[config.mk]
export PLATFORM = sky130hd
export DESIGN_NAME = serial_add_arb
export DESIGN_NICKNAME = d
export VERILOG_FILES = /design/src/rtl/serial_add_arb.sv
export SDC_FILE = /design/constraint.sdc
export NUM_CORES = 1
export LEC_CHECK = 0
export ABC_AREA = 0
export BUFFER_PORTS_ARGS = -buffer_cell sky130_fd_sc_hd__buf_2
export CORE_MARGIN = 2
export CORE_UTILIZATION = 45
export CTS_BUF_LIST = sky130_fd_sc_hd__clkbuf_8
export CTS_CLUSTER_DIAMETER = 150
export DETAILED_ROUTE_END_ITERATION = 8
export HOLD_SLACK_MARGIN = 0.03
export PLACE_DENSITY = 0.73
export SETUP_SLACK_MARGIN = 0.15
export SKIP_CTS_REPAIR_TIMING = 1
export SLEW_MARGIN = 15
export SYNTH_ARGS = -nofsm -noshare
export SYNTH_HDL_FRONTEND = slang
export SYNTH_SLANG_ARGS = --single-unit
[constraint.sdc]
create_clock -name clk -period 2.4 [get_ports clk]
set_input_delay 0.36 -clock clk [delete_from_list [all_inputs] [get_ports clk]]
set_output_delay 0.36 -clock clk [all_outputs]
set_load 0.02 [all_outputs]
[src/rtl/serial_add_arb.sv]
// serial_add_arb: round-robin arbiter in front of a single bit-serial
// full-adder stage. The winner's operands are shifted through the 1-bit
// stage LSB-first over N cycles; the result, carry-out and owner ID are
// presented with a one-cycle done pulse and then held until the next grant.
module serial_add_arb #(
    parameter int N = 8
) (
    input  logic         clk,
    input  logic         rst,
    input  logic         req0,
    input  logic [N-1:0] a0,
    input  logic [N-1:0] b0,
    input  logic         req1,
    input  logic [N-1:0] a1,
    input  logic [N-1:0] b1,
    output logic         gnt0,
    output logic         gnt1,
    output logic         busy,
    output logic         done,
    output logic         owner,
    output logic [N-1:0] sum,
    output logic         cout
);

    localparam int CW = (N > 2) ? $clog2(N) : 1;
    localparam logic [CW-1:0] CNT_LAST = CW'(N - 1);

    typedef enum logic [1:0] {
        ST_IDLE = 2'd0,
        ST_RUN  = 2'd1,
        ST_DONE = 2'd2
    } state_t;

    // Carry of a 1-bit full adder.
    function automatic logic maj3(input logic x, input logic y, input logic z);
        return (x & y) | (x & z) | (y & z);
    endfunction

    // Sum bit of a 1-bit full adder.
    function automatic logic xor3(input logic x, input logic y, input logic z);
        return x ^ y ^ z;
    endfunction

    state_t          state_r, state_s;
    logic [N-1:0]    a_sh_r, a_sh_s;
    logic [N-1:0]    b_sh_r, b_sh_s;
    logic            carry_r, carry_s;
    logic [CW-1:0]   cnt_r, cnt_s;
    logic            last_r, last_s;
    logic            gnt0_r, gnt0_s;
    logic            gnt1_r, gnt1_s;
    logic            busy_r, busy_s;
    logic            done_r, done_s;
    logic            owner_r, owner_s;
    logic [N-1:0]    sum_r, sum_s;
    logic            cout_r, cout_s;
    logic            pick0_s;
    logic            pick1_s;
    logic            bit_s;

    // Next-state and next-output logic for the arbiter/serial-adder FSM.
    always_comb begin
        state_s = state_r;
        a_sh_s  = a_sh_r;
        b_sh_s  = b_sh_r;
        carry_s = carry_r;
        cnt_s   = cnt_r;
        last_s  = last_r;
        gnt0_s  = 1'b0;
        gnt1_s  = 1'b0;
        busy_s  = busy_r;
        done_s  = 1'b0;
        owner_s = owner_r;
        sum_s   = sum_r;
        cout_s  = cout_r;
        // On a tie the requester that was not served last wins.
        pick0_s = req0 && (!req1 || (last_r == 1'b1));
        pick1_s = req1 && (!req0 || (last_r == 1'b0));
        bit_s   = xor3(a_sh_r[0], b_sh_r[0], carry_r);

        case (state_r)
            ST_IDLE: begin
                if (pick0_s) begin
                    a_sh_s  = a0;
                    b_sh_s  = b0;
                    carry_s = 1'b0;
                    cnt_s   = {CW{1'b0}};
                    owner_s = 1'b0;
                    last_s  = 1'b0;
                    gnt0_s  = 1'b1;
                    busy_s  = 1'b1;
                    cout_s  = 1'b0;
                    state_s = ST_RUN;
                end else if (pick1_s) begin
                    a_sh_s  = a1;
                    b_sh_s  = b1;
                    carry_s = 1'b0;
                    cnt_s   = {CW{1'b0}};
                    owner_s = 1'b1;
                    last_s  = 1'b1;
                    gnt1_s  = 1'b1;
                    busy_s  = 1'b1;
                    cout_s  = 1'b0;
                    state_s = ST_RUN;
                end else begin
                    state_s = ST_IDLE;
                end
            end
            ST_RUN: begin
                carry_s = maj3(a_sh_r[0], b_sh_r[0], carry_r);
                a_sh_s  = {1'b0, a_sh_r[N-1:1]};
                b_sh_s  = {1'b0, b_sh_r[N-1:1]};
                sum_s   = {bit_s, sum_r[N-1:1]};
                cnt_s   = cnt_r + CW'(1);
                if (cnt_r == CNT_LAST) begin
                    busy_s  = 1'b0;
                    done_s  = 1'b1;
                    cout_s  = maj3(a_sh_r[0], b_sh_r[0], carry_r);
                    state_s = ST_DONE;
                end else begin
                    state_s = ST_RUN;
                end
            end
            ST_DONE: begin
                state_s = ST_IDLE;
            end
            default: begin
                state_s = ST_IDLE;
            end
        endcase
    end

    // State and output registers with synchronous reset.
    always_ff @(posedge clk) begin
        if (rst) begin
            state_r <= ST_IDLE;
            a_sh_r  <= {N{1'b0}};
            b_sh_r  <= {N{1'b0}};
            carry_r <= 1'b0;
            cnt_r   <= {CW{1'b0}};
            last_r  <= 1'b1;
            gnt0_r  <= 1'b0;
            gnt1_r  <= 1'b0;
            busy_r  <= 1'b0;
            done_r  <= 1'b0;
            owner_r <= 1'b0;
            sum_r   <= {N{1'b0}};
            cout_r  <= 1'b0;
        end else begin
            state_r <= state_s;
            a_sh_r  <= a_sh_s;
            b_sh_r  <= b_sh_s;
            carry_r <= carry_s;
            cnt_r   <= cnt_s;
            last_r  <= last_s;
            gnt0_r  <= gnt0_s;
            gnt1_r  <= gnt1_s;
            busy_r  <= busy_s;
            done_r  <= done_s;
            owner_r <= owner_s;
            sum_r   <= sum_s;
            cout_r  <= cout_s;
        end
    end

    assign gnt0  = gnt0_r;
    assign gnt1  = gnt1_r;
    assign busy  = busy_r;
    assign done  = done_r;
    assign owner = owner_r;
    assign sum   = sum_r;
    assign cout  = cout_r;

endmodule

==> flow_summary.json <==
{
  "ant_nets": 0,
  "holdCritPathClass": "in -> reg",
  "hpwl_microns": 2074,
  "final_common_cell": "buf_2",
  "min_from": "b0[3]",
  "globalplace.congestion": 0.7163,
  "holdWs_ns": 0.3474,
  "critPathMaxStageDelay_ns": 0.51,
  "cp_num_buf_inv": 0,
  "p_leak_nw": 0.8418,
  "grt_overflow_total": 0,
  "fmax_ghz": 0.6694,
  "fin_setup_tns_ns": 0,
  "track_usage": 0.1644,
  "nets": 251,
  "cp-end-kind": "flop",
  "drt-total-wl_microns": 3091,
  "crit_arrival_ns": 1.71,
  "cts_sinks": 37,
  "power_density_nw_per_um2": 662.1,
  "antenna_found_initial": 0,
  "rows": 21,
  "dr.pass1.iters": 4,
  "wl_per_cell_microns": 11.93,
  "total_power_mw": 1.257,
  "synth-seq-area-share": 0.4505,
  "worstSkewPairLatency_ns": 0.29,
  "cts.path.max_buffers": 2,
  "ys_ff_latch": 37,
  "final_hold_viol_count": 0,
  "syn_to_final_growth_pct": 15.45,
  "pwr-share-comb": 0.142,
  "layout.cells.non_filler": 259,
  "die_x_microns": 64.45,
  "cp_slowest_cell": "or2_1",
  "synth_cells": 166,
  "drc_errors": 0,
  "synth_nets": 205,
  "p_sw_mw": 0.3281,
  "cts-root-buf": "clkbuf_8",
  "die_h_microns": 64.45,
  "ir_drop_mv": 0.3047,
  "maxCapViolCount": 0,
  "p_int_mw": 0.9287,
  "multiInputGateArea_sq_um": 738.2,
  "placement.io_buffers": 49,
  "grt_pass1_vias": 1218,
  "core_region_area_sq_um": 3416,
  "io_pins": 50,
  "finClkSkew_ns": 0.006742,
  "rsz0062_at_grt": "no",
  "drive_above_1_share": 0.2958,
  "grt_max_degree": 37,
  "syn_area_per_cell_sq_um": 9.904,
  "p_sw_frac": 0.2610,
  "r2r_start": "state_r[0]",
  "path_cells": "nor3_1 -> or2_1 -> a22oi_1 -> o22ai_1",
  "placed_cells": 251,
  "viasPerCell": 5.224,
  "cp-start-kind": "flop",
  "mostFrequentLayoutCells": "buf_2 (49), dfxtp_1 (37), nand2_1 (20)",
  "setup_viol": 0,
  "tritoncts": "yes",
  "p_clk_frac": 0.321,
  "synth.distinct_cells": 33,
  "grt_pass1_wl_microns": 5292,
  "power_frac_seq": 0.537,
  "htree_levels": 2,
  "via_count": 1353,
  "max_slew_margin": 0.5767,
  "cp-startpoint": "state_r[0]",
  "crit_family": "simple AND/OR/NAND/NOR gates",
  "finalCriticalPeriod_ns": 1.494,
  "worstMarginPinSlew_ns": 0.6350,
  "initial_core_util": 0.4813,
  "nFillCells": 347,
  "netlist_area_sq_um": 1644,
  "first_iter_violations": 85,
  "die_area_sq_um": 4153,
  "critPathKind": "reg -> reg",
  "synth_warnings": 0,
  "diodes": 0,
  "cts_buffers": 5,
  "status": "finished clean",
  "clk_pin_slew_ns": 0.07,
  "finalMaxSlewViolations": 0,
  "cp_max_fo": 16,
  "seqCellArea_sq_um": 740.7,
  "worstPathRequired_ns": 2.61,
  "period_share": 0.6224
}
-- state kept, by name, indices dropped and copies added (netlist names) --
signal / cells
done: 1
a_sh_r: 8
last_r: 1
owner: 1
cout: 1
b_sh_r: 8
gnt0: 1
cnt_r: 3
busy: 1
state_r: 2
gnt1: 1
carry_r: 1
sum: 8
-- final cells by class --
cell class	instances	share of cell area
clock buffers	5	0.03626
clock inverters	3	0.007251
inverters	3	0.005933
multi-input cells	113	0.3889
flip-flops and latches	37	0.3902
well taps	46	0.03032
repair buffers	52	0.1411
-- cells by family after synthesis --
logic type / after synthesis / synth area share
AO/OA/AOI/OAI: 49 / 0.1994
buffers and inverters: 16 / 0.1020
adder cells (fa/ha/maj): 3 / 0.02740
multiplexers: 17 / 0.1043
flip-flops: 37 / 0.4505
AND/OR/NAND/NOR: 44 / 0.1164
-- synth_stat cells --
cell type | count | share of area
a211oi_1 | 2 | 0.0091
a21oi_1 | 12 | 0.037
a221o_2 | 1 | 0.0068
a22oi_1 | 14 | 0.064
a22oi_2 | 1 | 0.0076
a32oi_1 | 1 | 0.0053
and2b_1 | 1 | 0.0046
and3_1 | 1 | 0.0038
buf_1 | 1 | 0.0023
buf_12 | 2 | 0.024
buf_2 | 1 | 0.0030
buf_6 | 3 | 0.021
buf_8 | 1 | 0.0091
clkbuf_1 | 1 | 0.0023
clkbuf_8 | 4 | 0.033
dfxtp_1 | 37 | 0.45
fa_1 | 1 | 0.012
ha_1 | 2 | 0.015
inv_1 | 3 | 0.0068
mux2_2 | 1 | 0.0068
mux2i_1 | 16 | 0.097
nand2_1 | 20 | 0.046
nand2b_1 | 3 | 0.011
nand3_1 | 2 | 0.0061
nor2_1 | 12 | 0.027
nor2b_1 | 1 | 0.0038
nor3_1 | 2 | 0.0061
nor4_1 | 1 | 0.0038
o21ai_0 | 1 | 0.0030
o21ai_1 | 1 | 0.0030
o22ai_1 | 14 | 0.053
o2bb2ai_1 | 2 | 0.011
or2_1 | 1 | 0.0038
-- routing by layer --
metal	vias up	wire (microns)	global-route usage
met3	9	211	0.04688
met2	49	1406	0.2695
met4	0	70	0.08777
met5	-	0	0
li1	693	-	-
met1	602	1403	0.1945
-- worst register-to-register path, cell delays in order (launching register included) --
cell     delay, ns
dfxtp_1       0.37
nor3_1        0.23
or2_1         0.51
a22oi_1       0.14
o22ai_1       0.17
-- metrics by stage --
step | worst slack (ns) | util | instance area [sq um]
final | 0.9061 | 0.5557 | 1898
after floorplan | 1.131 | - | 1644
after detailed placement | 0.8010 | 0.5315 | 1815
after global routing | 0.6685 | 0.5557 | 1898
after CTS | 0.9174 | 0.5557 | 1898
after global placement | 0.8242 | 0.5315 | 1815
-- power by group through the flow --
stage	Sequential (mW)	Clock (mW)	Combinational, mW
floorplan	0.693	0	0.140
global placement	0.688	0	0.178
detailed placement	0.688	0	0.180
CTS	0.675	0.416	0.181
global route	0.680	0.442	0.203
finish	0.675	0.403	0.178
-- final timing paths --
kind	slack (ns)	cells past startpoint	to
max	0.91	4	a_sh_r[1]
min reg2reg	0.45	2	busy
min	0.35	3	b_sh_r[3]
max reg2reg	0.91	4	a_sh_r[1]
Power figures use the tool's default switching activity.
